`config.mk`:
```
export PLATFORM = sky130hd
export DESIGN_NAME = gcd_issuer
export DESIGN_NICKNAME = d
export VERILOG_FILES = /design/src/rtl/gcd_issuer.sv
export SDC_FILE = /design/constraint.sdc
export NUM_CORES = 1
export LEC_CHECK = 0
export ABC_AREA = 0
export BUFFER_PORTS_ARGS = -buffer_cell sky130_fd_sc_hd__buf_4
export CAP_MARGIN = 20
export CORE_ASPECT_RATIO = 1.5
export CORE_MARGIN = 2
export CORE_UTILIZATION = 30
export DETAILED_ROUTE_END_ITERATION = 7
export PLACE_DENSITY = 0.62
export SYNTH_ARGS = -nofsm -noshare
export SYNTH_HDL_FRONTEND = slang
export SYNTH_SLANG_ARGS = --single-unit
```
`constraint.sdc`:
```
create_clock -name clk_i -period 2.4 [get_ports clk_i]
set_input_delay 0.12 -clock clk_i [delete_from_list [all_inputs] [get_ports clk_i]]
set_output_delay 0.12 -clock clk_i [all_outputs]
set_load 0.02 [all_outputs]
```
`src/rtl/gcd_issuer.sv`:
```
// gcd_issuer: requester-side front end for the GCD engine.
// Takes operand pairs from an upstream valid/ready channel. Pairs with a zero
// operand are answered directly. Other pairs are run on the engine, and the
// result (or a timeout error) is returned on a downstream valid/ready channel.
// Only one job is in flight at a time.
module gcd_issuer #(
    parameter int DATA_WIDTH     = 8,
    parameter int TIMEOUT_CYCLES = 1024,
    parameter int CNT_WIDTH      = $clog2(TIMEOUT_CYCLES + 1)
) (
    input  logic                  clk_i,
    input  logic                  nreset_i,
    input  logic                  req_valid_i,
    output logic                  req_ready_o,
    input  logic [DATA_WIDTH-1:0] req_a_i,
    input  logic [DATA_WIDTH-1:0] req_b_i,
    output logic                  resp_valid_o,
    input  logic                  resp_ready_i,
    output logic [DATA_WIDTH-1:0] resp_gcd_o,
    output logic                  resp_err_o,
    output logic                  resp_bypass_o,
    output logic                  gcd_enable_o,
    output logic [DATA_WIDTH-1:0] operand_a_o,
    output logic [DATA_WIDTH-1:0] operand_b_o,
    input  logic [DATA_WIDTH-1:0] gcd_result_i,
    input  logic                  gcd_done_i,
    output logic                  busy_o,
    output logic [15:0]           job_count_o
);

    localparam logic [1:0] ST_IDLE   = 2'd0;
    localparam logic [1:0] ST_LAUNCH = 2'd1;
    localparam logic [1:0] ST_WAIT   = 2'd2;
    localparam logic [1:0] ST_RESP   = 2'd3;

    // Timer value seen in the last permitted WAIT cycle
    localparam logic [CNT_WIDTH-1:0] TIMER_LAST = CNT_WIDTH'(TIMEOUT_CYCLES - 1);

    logic [1:0]            state_q,     state_d;
    logic [CNT_WIDTH-1:0]  timer_q,     timer_d;
    logic [DATA_WIDTH-1:0] operand_a_q, operand_a_d;
    logic [DATA_WIDTH-1:0] operand_b_q, operand_b_d;
    logic [DATA_WIDTH-1:0] resp_gcd_q,  resp_gcd_d;
    logic                  resp_err_q,  resp_err_d;
    logic                  resp_byp_q,  resp_byp_d;
    logic [15:0]           job_cnt_q,   job_cnt_d;
    logic                  done_q;
    logic                  alive_q;
    logic                  done_rise;
    logic                  accept;

    // The engine's done is a level. Only a fresh low-to-high edge counts.
    assign done_rise = gcd_done_i & ~done_q;

    // Ready is decoded from registers only. alive_q keeps ready low while reset is asserted.
    assign req_ready_o  = (state_q == ST_IDLE) & alive_q;
    assign resp_valid_o = (state_q == ST_RESP);
    assign gcd_enable_o = (state_q == ST_LAUNCH) | (state_q == ST_WAIT);
    assign busy_o       = (state_q != ST_IDLE);
    assign accept       = req_valid_i & req_ready_o;

    assign operand_a_o   = operand_a_q;
    assign operand_b_o   = operand_b_q;
    assign resp_gcd_o    = resp_gcd_q;
    assign resp_err_o    = resp_err_q;
    assign resp_bypass_o = resp_byp_q;
    assign job_count_o   = job_cnt_q;

    // Next-state logic for the job sequencer and its response registers
    always_comb begin
        state_d     = state_q;
        timer_d     = timer_q;
        operand_a_d = operand_a_q;
        operand_b_d = operand_b_q;
        resp_gcd_d  = resp_gcd_q;
        resp_err_d  = resp_err_q;
        resp_byp_d  = resp_byp_q;
        job_cnt_d   = job_cnt_q;
        case (state_q)
            ST_IDLE: begin
                if (accept) begin
                    operand_a_d = req_a_i;
                    operand_b_d = req_b_i;
                    if ((req_a_i == '0) || (req_b_i == '0)) begin
                        resp_gcd_d = req_a_i | req_b_i;
                        resp_err_d = 1'b0;
                        resp_byp_d = 1'b1;
                        state_d    = ST_RESP;
                    end else begin
                        state_d = ST_LAUNCH;
                    end
                end
            end
            ST_LAUNCH: begin
                timer_d = '0;
                state_d = ST_WAIT;
            end
            ST_WAIT: begin
                timer_d = timer_q + CNT_WIDTH'(1);
                if (done_rise) begin
                    resp_gcd_d = gcd_result_i;
                    resp_err_d = 1'b0;
                    resp_byp_d = 1'b0;
                    state_d    = ST_RESP;
                end else if (timer_q == TIMER_LAST) begin
                    resp_gcd_d = '0;
                    resp_err_d = 1'b1;
                    resp_byp_d = 1'b0;
                    state_d    = ST_RESP;
                end
            end
            ST_RESP: begin
                if (resp_ready_i) begin
                    job_cnt_d = job_cnt_q + 16'd1;
                    state_d   = ST_IDLE;
                end
            end
            default: state_d = ST_IDLE;
        endcase
    end

    // State and datapath registers. A reset discards any job in flight.
    always_ff @(posedge clk_i or negedge nreset_i) begin
        if (!nreset_i) begin
            state_q     <= ST_IDLE;
            timer_q     <= '0;
            operand_a_q <= '0;
            operand_b_q <= '0;
            resp_gcd_q  <= '0;
            resp_err_q  <= 1'b0;
            resp_byp_q  <= 1'b0;
            job_cnt_q   <= '0;
            done_q      <= 1'b0;
            alive_q     <= 1'b0;
        end else begin
            state_q     <= state_d;
            timer_q     <= timer_d;
            operand_a_q <= operand_a_d;
            operand_b_q <= operand_b_d;
            resp_gcd_q  <= resp_gcd_d;
            resp_err_q  <= resp_err_d;
            resp_byp_q  <= resp_byp_d;
            job_cnt_q   <= job_cnt_d;
            done_q      <= gcd_done_i;
            alive_q     <= 1'b1;
        end
    end

endmodule

```
==> flow_results.org <==
** Placed design
- Detailed placer's ending HPWL :: 4620 microns
- Counting tap cells, the placed design contains a total of 435 instances.
- Input and output buffers added on the ports amount to 74.
- Gp weighted congestion :: 0.736

** Setup path
- At the worst endpoint, the arrival time is 2.36 ns.
- The worst setup path is launched from a register.
- Maximum fanout encountered on the critical timing path :: 9
- Slowest stage cell on the critical path :: mux2_2
- Launching point of the worst reg2reg path :: state_q[1]$_DFFE_PN0P_
- The worst setup path is captured at a register.
- Reg2Reg Capture Point :: resp_gcd_o[5]$_DFFE_PN0P_
- Data on the critical path is required at its endpoint by 2.60 ns.
- Cell Chain, Critical Path :: inv_1, ha_1, a21boi_0, nor4_2, o32ai_2, a21oi_4, mux2_2
- WS Path Type :: reg -> reg
- Counting cells, the worst reg-to-reg path comes to 7.
- Reg2reg setup slack :: 0.24 ns
- For this run, the slowest stage of the critical path takes 0.38 ns.

** Synth
- Total of warnings raised by yosys :: 0
- Async set-or-reset flop fraction in the synthesized netlist :: 100%
- Adder-cell area share of the yosys netlist :: 2.75%
- The cell count after synthesis came out at 252.
- Count of cell types in the netlist :: 38
- Counting flops with a built-in enable in the synthesized netlist gives 0.
- The most used flip-flop cell after synthesis is dfrtp_1.
- After synthesis, flip-flops and latches occupy 52.2% of the total area.
- Main combinational cell family by area after synthesis :: simple AND/OR/NAND/NOR gates
- Multiplexer share of the synthesized area :: 12.2%
- Mapped cell area :: 2730 sq um
- The synthesized netlist devotes 5.45% of its cell area to XOR and XNOR gates.
- After synthesis the netlist holds a flip-flop and latch count of 57.
- After synthesis, the mean cell area works out to 10.8 sq um.
- The synthesized netlist devotes 7.65% of its cell area to compound gates.
- The number of nets in the synthesized netlist is 287.
- Simple-gate share of the synthesized area :: 15.9%

** Clock tree
- TritonCTS clock tree :: built
- CTS max path bufs :: 2
- Clock-pin slew was measured on the worst setup and hold paths at 0.05 ns.
- CTS H-tree depth :: 3
- Number of CTS-inserted buffers :: 9
- For the worst-skew pair, the clock arrives at the later sink with an insertion delay of 0.32 ns.
- Clock root buffer master :: clkbuf_16
- CTS sink count :: 57
- Post-CTS repair changed the size of 0 cells.

** Global route
- Via count of the first global-routing pass :: 2203
- Entering global routing, the biggest net connects 58 pins.
- The number of antenna violations at the first check in global routing came to 0.
- Total congestion overflow after global routing :: 0
- Global-route wire length before repair :: 10100 microns
- GRT Overall Usage :: 13.4%

** STA
- Transition at the pin with the smallest max-transition slack :: 0.726 ns
- The smallest clock period supported by the final layout is computed as 2.16 ns.
- Worst slack on hold paths :: 0.0541 ns
- Setup violations remaining at the end of the flow were counted as 0.
- Setup TNS :: 0 ns
- For the final database, setup skew stands at 0.00483 ns.
- Unrepaired setup endpoints after global routing :: no
- Number of pins with negative max-slew slack in the final report :: 0
- Max frequency :: 462 MHz
- The count of final hold-check violations came to 0.
- Slew Limit Headroom :: 51.6%
- The worst path uses 90.1% of the clock period.

** Final layout
- From synthesis to final layout, the design area changed by 36.1%.
- Final layout net count :: 373
- At the end of the flow the core is filled with cells to 42.1%.
- Filler-free cell count of the finished design :: 453
- Diodes inserted :: 0
- Of the cells placed in the final design, the portion with a size suffix greater than 1 is 37.9%.

** Hold path
- The worst hold path terminates at operand_a_o[0]$_DFFE_PN0P_.
- Cells on Worst Hold Path :: 2
- Hold_sp :: req_a_i[0]
- In this run the worst hold path is classified as in -> reg.

** Floorplanning
- In this run the vertical extent of the chip is 121 microns.
- Core area :: 8830 sq um
- Floorplan die area :: 9900 sq um
- Die Width :: 81.9 microns
- Number of I/O pins :: 75
- Once the floorplan was initialized, standard cells occupied 30.9% of the core.
- Std cell rows :: 42

** Pwr
- Summed over all cells, the static leakage comes to 1.71 nW.
- Largest voltage drop on the vdd net :: 0.623 mV
- For this design the ratio of total power to cell area is 1240 nW/um^2.

** Detailed routing
- The first routing iteration left 77 violations.
- Via count :: 2124
- Router iterations before antenna repair :: 4
- Average vias per placed instance :: 4.69
- WL per Instance :: 13.6 microns
- DR DRC count :: 0
- Total wire length after detailed routing :: 6150 microns
- Once detail routing completed, the nets flagged for antenna violations numbered 0.

** Run
- The tool flagged a number of max-cap violations equal to 0.

** Outcome
- The flow ran to the end, and the final reports show no timing, DRC or antenna violations.
power breakdown:
part | leakage [nW] | internal [mW] | total, mW | switching, mW
clock network | 0.139 | 0.747 | 1.16 | 0.408
registers | 0.722 | 1.27 | 1.46 | 0.193
logic | 0.849 | 0.913 | 1.99 | 1.07
through the flow:
| stage | worst slack, ns | cell area [sq um] | power, mW |
|---|---|---|---|
| finish | 0.238 | 3720 | 4.60 |
| global placement | 0.332 | 3420 | 3.46 |
| CTS | 0.216 | 3720 | 4.68 |
| global route | 0.0561 | 3720 | 4.92 |
| detailed placement | 0.209 | 3420 | 3.49 |
| floorplan | 0.459 | 2730 | 2.71 |
worst max path at each step:
stage | start | to | slack, ns | depth (start not counted)
3_3_place_gp | state_q[0]$_DFFE_PN0P_ | resp_gcd_o[4]$_DFFE_PN0P_ | 0.33 | 7
6_report | state_q[1]$_DFFE_PN0P_ | resp_gcd_o[5]$_DFFE_PN0P_ | 0.24 | 7
3_5_place_dp | state_q[1]$_DFFE_PN0P_ | resp_gcd_o[4]$_DFFE_PN0P_ | 0.21 | 7
4_1_cts | state_q[1]$_DFFE_PN0P_ | resp_gcd_o[4]$_DFFE_PN0P_ | 0.22 | 7
5_1_grt | state_q[1]$_DFFE_PN0P_ | resp_gcd_o[1]$_DFFE_PN0P_ | 0.06 | 7
2_1_floorplan | state_q[0]$_DFFE_PN0P_ | resp_gcd_o[0]$_DFFE_PN0P_ | 0.46 | 7
per-layer routing:
| metal | share of wire, % | vias to the layer above | global-route usage, % |
|---|---|---|---|
| met5 | 0 | - | 0 |
| li1 | - | 1039 | - |
| met4 | 2.0 | 0 | 6.88 |
| met1 | 40 | 1017 | 14.8 |
| met3 | 6.1 | 9 | 3.05 |
| met2 | 52 | 59 | 23.2 |
layout by cell type (no fill, tap or decap), types with 5 or more instances in the layout:
cell type,count
ha_1,6
nor2_1,19
a21oi_1,5
xnor2_1,12
and3_1,5
clkbuf_16,9
nand3_1,11
dfrtp_1,57
xor2_1,5
o21ai_0,10
o22ai_1,12
inv_1,14
nand2_1,30
buf_4,80
mux2_2,26
Yosys cell counts (5+ instances only):
cell / count / area share (%)
o22ai_1: 12 / 2.7
nor2_1: 19 / 2.6
o21ai_0: 10 / 1.8
xnor2_1: 12 / 3.8
nand2_1: 30 / 4.1
inv_1: 14 / 1.9
mux2_2: 26 / 11
ha_1: 6 / 2.7
a21oi_1: 5 / 0.92
nand3_1: 11 / 2.0
dfrtp_1: 57 / 52
xor2_1: 5 / 1.6
and3_1: 5 / 1.1
critical path, delay by kind of cell, from the launching register on:
kind	cells	cell delay, ns
fa+ha+maj	1	0.21
simple gates	1	0.36
buf+inv	1	0.09
flops	1	0.36
mux	1	0.38
compound gates	3	0.64
state kept, by name, summed over array words and instances, names as in the netlist:
register,count
operand_b_o,8
job_count_o,16
resp_gcd_o,8
done_q,1
resp_err_o,1
timer_q,11
resp_bypass_o,1
alive_q,1
operand_a_o,8
state_q,2
cell families after synthesis:
group                    count (synthesis)
buffers and inverters                   21
other                                    1
AND/OR/NAND/NOR                         88
adder cells (fa/ha/maj)                  6
multiplexers                            30
flip-flops                              57
XOR/XNOR                                17
AO/OA/AOI/OAI                           32
final cells by class:
class | instances | area (sq um)
inverters | 14 | 52.6
clock buffers | 13 | 260
repair buffers | 82 | 621
well taps | 110 | 138
flip-flops and latches | 57 | 1430
multi-input cells | 174 | 1200
clock inverters | 3 | 15.0
fillers | 850 | 5110
timing repair:
action | 4_1_cts | 5_1_grt
hold endpoints to repair | 58 | 0
endpoints found under the setup margin | 0 | 0
setup buffers | 0 | 0
hold buffers | 2 | 0
No activity file was read; power rests on OpenSTA's default activity.
